`src/rtl/gpu_mmio_cmd_regs.sv`:
```
// MMIO register block between the SPI bridge and the GPU core.
// It holds the control/status registers and the command FIFO that feeds the core.
module gpu_mmio_cmd_regs #(
  parameter int unsigned ADDR_WIDTH = 32,
  parameter int unsigned DATA_WIDTH = 32,
  parameter int unsigned FIFO_DEPTH = 8,
  parameter logic [31:0] VERSION    = 32'h0001_0000
) (
  input  logic                  clk,
  input  logic                  rst,
  input  logic                  i_bus_we,
  input  logic [ADDR_WIDTH-1:0] i_bus_addr,
  input  logic [DATA_WIDTH-1:0] i_bus_wdata,
  output logic [DATA_WIDTH-1:0] o_bus_rdata,
  output logic                  o_cmd_valid,
  input  logic                  i_cmd_ready,
  output logic [DATA_WIDTH-1:0] o_cmd_data,
  input  logic                  i_done_pulse,
  output logic                  o_irq
);

  localparam int unsigned PtrW = $clog2(FIFO_DEPTH);
  localparam int unsigned CntW = PtrW + 1;

  localparam logic [5:0] AddrCtrl    = 6'h00;
  localparam logic [5:0] AddrStatus  = 6'h01;
  localparam logic [5:0] AddrPush    = 6'h02;
  localparam logic [5:0] AddrScratch = 6'h03;
  localparam logic [5:0] AddrVersion = 6'h04;
  localparam logic [5:0] AddrDone    = 6'h05;
  localparam logic [5:0] AddrThresh  = 6'h06;

  logic [5:0] word_addr;
  logic       unused_addr;
  assign word_addr   = i_bus_addr[7:2];
  assign unused_addr = ^{i_bus_addr[ADDR_WIDTH-1:8], i_bus_addr[1:0]};

  logic                  ctrl_en_q, ctrl_irq_en_q;
  logic [DATA_WIDTH-1:0] scratch_q;
  logic [31:0]           thresh_q, done_cnt_q;
  logic                  ovf_q, dpend_q, irq_q;
  logic [DATA_WIDTH-1:0] mem_q [FIFO_DEPTH];
  logic [PtrW-1:0]       wr_ptr_q, rd_ptr_q;
  logic [CntW-1:0]       count_q;

  logic        ctrl_wr, status_wr, flush, empty, full, pop;
  logic        push_req, push, ovf_set, dpend_set;
  logic [31:0] done_next;

  always_comb begin
    ctrl_wr   = i_bus_we && (word_addr == AddrCtrl);
    status_wr = i_bus_we && (word_addr == AddrStatus);
    push_req  = i_bus_we && (word_addr == AddrPush);
    flush     = ctrl_wr && i_bus_wdata[1];
    empty     = (count_q == '0);
    full      = (count_q == CntW'(FIFO_DEPTH));
    // Flush beats a same-cycle pop; a pop frees the slot a full-FIFO push needs.
    pop       = ctrl_en_q && !empty && i_cmd_ready && !flush;
    push      = push_req && (!full || pop);
    ovf_set   = push_req && full && !pop;
    done_next = done_cnt_q + 32'd1;
    dpend_set = i_done_pulse && (done_next >= thresh_q);
  end

  always_ff @(posedge clk) begin
    if (rst) begin
      ctrl_en_q     <= 1'b0;
      ctrl_irq_en_q <= 1'b0;
      scratch_q     <= '0;
      thresh_q      <= 32'd1;
      done_cnt_q    <= '0;
      ovf_q         <= 1'b0;
      dpend_q       <= 1'b0;
      irq_q         <= 1'b0;
      wr_ptr_q      <= '0;
      rd_ptr_q      <= '0;
      count_q       <= '0;
    end else begin
      if (ctrl_wr) begin
        ctrl_en_q     <= i_bus_wdata[0];
        ctrl_irq_en_q <= i_bus_wdata[2];
      end
      if (i_bus_we && (word_addr == AddrScratch)) scratch_q <= i_bus_wdata;
      if (i_bus_we && (word_addr == AddrThresh))  thresh_q  <= 32'(i_bus_wdata);
      if (i_done_pulse) done_cnt_q <= done_next;

      if (ovf_set) ovf_q <= 1'b1;
      else if (status_wr && i_bus_wdata[10]) ovf_q <= 1'b0;
      // A new completion outranks a software clear in the same cycle.
      if (dpend_set) dpend_q <= 1'b1;
      else if (status_wr && i_bus_wdata[11]) dpend_q <= 1'b0;

      irq_q <= ctrl_irq_en_q && (dpend_q || ovf_q);

      if (flush) begin
        wr_ptr_q <= '0;
        rd_ptr_q <= '0;
        count_q  <= '0;
      end else begin
        if (push) wr_ptr_q <= wr_ptr_q + PtrW'(1);
        if (pop)  rd_ptr_q <= rd_ptr_q + PtrW'(1);
        if (push && !pop)      count_q <= count_q + CntW'(1);
        else if (pop && !push) count_q <= count_q - CntW'(1);
      end
    end
  end

  always_ff @(posedge clk) begin
    if (!rst && push) mem_q[wr_ptr_q] <= i_bus_wdata;
  end

  assign o_cmd_valid = !rst && ctrl_en_q && !empty;
  assign o_cmd_data  = mem_q[rd_ptr_q];
  assign o_irq       = !rst && irq_q;

  // While rst is high the bus sees the reset image, not the not-yet-cleared flops.
  always_comb begin
    o_bus_rdata = '0;
    case (word_addr)
      AddrCtrl: begin
        if (!rst) o_bus_rdata[2:0] = {ctrl_irq_en_q, 1'b0, ctrl_en_q};
      end
      AddrStatus: begin
        if (rst) begin
          o_bus_rdata[8] = 1'b1;
        end else begin
          o_bus_rdata[7:0] = 8'(count_q);
          o_bus_rdata[8]   = empty;
          o_bus_rdata[9]   = full;
          o_bus_rdata[10]  = ovf_q;
          o_bus_rdata[11]  = dpend_q;
        end
      end
      AddrScratch: begin
        if (!rst) o_bus_rdata = scratch_q;
      end
      AddrVersion: o_bus_rdata = DATA_WIDTH'(VERSION);
      AddrDone: begin
        if (!rst) o_bus_rdata = DATA_WIDTH'(done_cnt_q);
      end
      AddrThresh: o_bus_rdata = rst ? DATA_WIDTH'(1) : DATA_WIDTH'(thresh_q);
      default: o_bus_rdata = '0;
    endcase
  end

endmodule

```
`config.mk`:
```
export PLATFORM = sky130hd
export DESIGN_NAME = gpu_mmio_cmd_regs
export DESIGN_NICKNAME = d
export VERILOG_FILES = /design/src/rtl/gpu_mmio_cmd_regs.sv
export SDC_FILE = /design/constraint.sdc
export NUM_CORES = 1
export LEC_CHECK = 0
export ABC_CLOCK_PERIOD_IN_PS = 9350
export BUFFER_PORTS_ARGS = -buffer_cell sky130_fd_sc_hd__buf_2
export CORE_MARGIN = 3
export CORE_UTILIZATION = 64
export CTS_CLUSTER_DIAMETER = 150
export DETAILED_ROUTE_END_ITERATION = 8
export PLACE_DENSITY = 0.85
export SYNTH_ARGS = -nofsm -noshare
export SYNTH_HDL_FRONTEND = slang
export SYNTH_SLANG_ARGS = --single-unit
```
`constraint.sdc`:
```
create_clock -name clk -period 9.35 [get_ports clk]
set_input_delay 0.935 -clock clk [delete_from_list [all_inputs] [get_ports clk]]
set_output_delay 0.935 -clock clk [all_outputs]
set_load 0.01 [all_outputs]
```
==> run metrics <==
Bufs on Longest Clock Path 3; top cells by area, synth edfxtp_1 (48%), dfxtp_1 (14%), mux4_2 (8.9%); Tcrit/Tclk final between 40% and 50%; Core Area 24,530 um2; dpl ws 5.112 ns; Post-synth top flop edfxtp_1; Final #Nets roughly 1,400; Syn Inst Count ~1,200; final worst slack roughly 5.1 ns; Worst Path Class, Setup primary input to primary output; P_sw about 0.7 mW; CTS Sinks 370; GP Congestion a little over 0.9; Die X about 160 um; area of the multi-input gates roughly 5700 um2; # fillers 1,541; DRC errors left 0; buffers added on ports around 110; Post-DRT Antenna Nets 0; initial antenna violation count 3; Highest Clock Rate approximately 240 MHz; startpoint types primary input; Slew HR roughly 25%; register area share after synthesis 61.69%; fraction of layout cells with a size suffix above 1 between 20 and 25%; via count about 11,000; maxcap violations 0; Cell Int Power around 2.7 mW; clock power share a little under half; TNS Setup 0 ns; largest net degree at the start of global routing 78; fin util about three quarters; post-route cell area ~18,000 um2; PwrDens ~180 nW/um2; GR Overflow Total 0; vias in the first global route 10,563; Synth top area share ~48%; post-synthesis xor/xnor area fraction 3.252%; mux cell area share after synthesis 11.90%; Post-synth ARST share 0%; Inserted Clock Buffers 37; first-pass GRT wire length approximately 61,000 um; Final Power 3.370 mW; Starting Density about two thirds; most common cell after layout, fill and taps aside edfxtp_1; syn_nets approximately 1,300; crit-path max cell delay ~0.98 ns; area leader, netlist edfxtp_1; RSZ-0062 raised after global routing no; number of synthesized flops with an enable pin around 260; CTS tree yes; Vias/cell ~6.5; wire length per cell 23.74 um; #FFs+latches synth 370; WHS Endpoint scratch_q[29]; Area Growth Syn to Fin 12.74%; hold_buf cts 0; clk root buf clkbuf_16; first drt pass iteration count 7; adder-cell share of the synthesized area 3.066%; Post-CTS Setup Bufs 0; Clock transition at path regs roughly 0.060 ns; Post-CTS Resized 0; crit path from i_bus_addr[4]; setup slack, reg-to-reg between 5 and 6 ns; dpl cell area approximately 17,000 um2; reg2reg start done_cnt_q[0]; placed cells 1,605; worst-margin pin slew 1.127 ns; Mapped Area 16,160 um2; Hold WC Path Type register to register; Initial DRC Count ~1,400; critical path capture point type primary output; Reg power frac between 50% and 60%; Synth Warn # 0; switch share 20.61%; status completed; Worst Path Arrival between 3 and 4 ns; Critical Path, Cell by Cell buf_2 -> nor4_2 -> and3_1 -> a222oi_1 -> o32ai_1 -> buf_2; die height between 150 and 200 um; Logic pwr share roughly 2.2%; Post-Synth Simple-Gate Area between 10% and 20%; DRT Wirelength 39,740 um; sequential standard cell area around 10000 um2; H-tree levels 2; Setup violations, final 0; Post-Layout Cell Count between 1,500 and 2,000; Die Footprint 27,200 um2; Synth Area in Compound Gates roughly 6.2%; final hold violation count 0; CP max-delay cell and3_1; mean post-synth cell area between 10 and 15 um2; worst reg-to-reg path cell count 13; Final Max Tran Viols 0; worst-skew pair later-pin latency around 0.53 ns; num ports 135; largest family of logic cells by synthesized area multiplexers; Leak Pwr ~6 nW; most frequent cells in the layout edfxtp_1 (256), nand2_1 (174), dfxtp_1 (112); hold path start scratch_q[29]; half-perimeter wire length after placement roughly 24,000 um; Critical R2R Capture dpend_q; cell repeated most along the worst path buf_2; cell count of the worst hold path 2; CP required around 8.4 ns; gr usage total 29.81%; post-synth cell types 56; Max VDD drop approximately 0.15 mV; clk_skew between 0.015 and 0.02 ns; Max Fanout on Critical Path 26; worst hold margin 0.4575 ns; Tmin final between 4 and 5 ns; row cnt 57
==> logic make-up after synthesis <==
kind of cell	count (synthesis)
AO/OA/AOI/OAI	153
XOR/XNOR	60
adder cells (fa/ha/maj)	39
AND/OR/NAND/NOR	380
multiplexers	108
flip-flops	370
buffers and inverters	123
==> cell type report <==
type	count	area share [%]
timing repair buffer	128	3.804
tap	324	2.225
inverter	43	0.8859
sequential	370	54.75
clock buffer	44	5.459
multi-input combinational	740	31.40
antenna	3	0.04120
clock inverter	22	1.435
==> flip-flops by register name, summed over array words and instances (netlist names), 3 cells and up, named ones only <==
name / cells
mem_q: 256
done_cnt_q: 32
scratch_q: 32
thresh_q: 32
count_q: 4
rd_ptr_q: 3
wr_ptr_q: 3
==> worst max-delay path: cells and delay by family <==
kind | cells | cell delay [ns]
buffers and inverters | 2 | 0.34
AO/OA/AOI/OAI | 2 | 0.53
AND/OR/NAND/NOR | 2 | 1.47
==> cell usage after synthesis (all sizes together), types with 2 or more instances <==
| library cell | instances |
|---|---|
| edfxtp | 256 |
| nand2 | 174 |
| dfxtp | 114 |
| nor2 | 90 |
| a21oi | 87 |
| mux4 | 64 |
| clkbuf | 49 |
| inv | 43 |
| ha | 38 |
| xor2 | 37 |
| mux2 | 33 |
| buf | 31 |
| nand4 | 29 |
| a222oi | 25 |
| nand3 | 24 |
| xnor2 | 23 |
| nor3 | 12 |
| mux2i | 11 |
| and3 | 10 |
| o21ai | 10 |
| nor4 | 9 |
| and2 | 8 |
| o211ai | 7 |
| or4 | 7 |
| a221oi | 6 |
| nand2b | 4 |
| a21o | 3 |
| or3 | 3 |
| and4 | 2 |
| nand3b | 2 |
| nor2b | 2 |
| nor4b | 2 |
| o311a | 2 |
| o31ai | 2 |
| o32ai | 2 |
==> worst max-delay path by stage <==
| stage | slack [ns] | endpoint |
|---|---|---|
| floorplan | 3.51 | mem_q[0][0] |
| global placement | 5.20 | o_bus_rdata[8] |
| detailed placement | 5.11 | count_q[3] |
| CTS | 5.17 | o_bus_rdata[8] |
| global route | 4.97 | o_bus_rdata[19] |
| finish | 5.13 | o_bus_rdata[8] |
==> metal layers <==
metal	up-vias	routed length, um	global-route usage, %
met5	-	13	0
met4	2	941	9.112
met3	93	4093	6.270
met2	668	19380	48.22
met1	5352	15310	41.25
li1	4769	-	-
==> power by group through the flow <==
stage	clock (mW)	sequential, mW	combinational [mW]
2_1_floorplan	0	1.79	0.0321
3_3_place_gp	0	1.79	0.0680
3_5_place_dp	0	1.79	0.0713
4_1_cts	1.55	1.75	0.0716
5_1_grt	1.61	1.75	0.0799
6_report	1.54	1.75	0.0734
(Power assumes the default switching activity.)
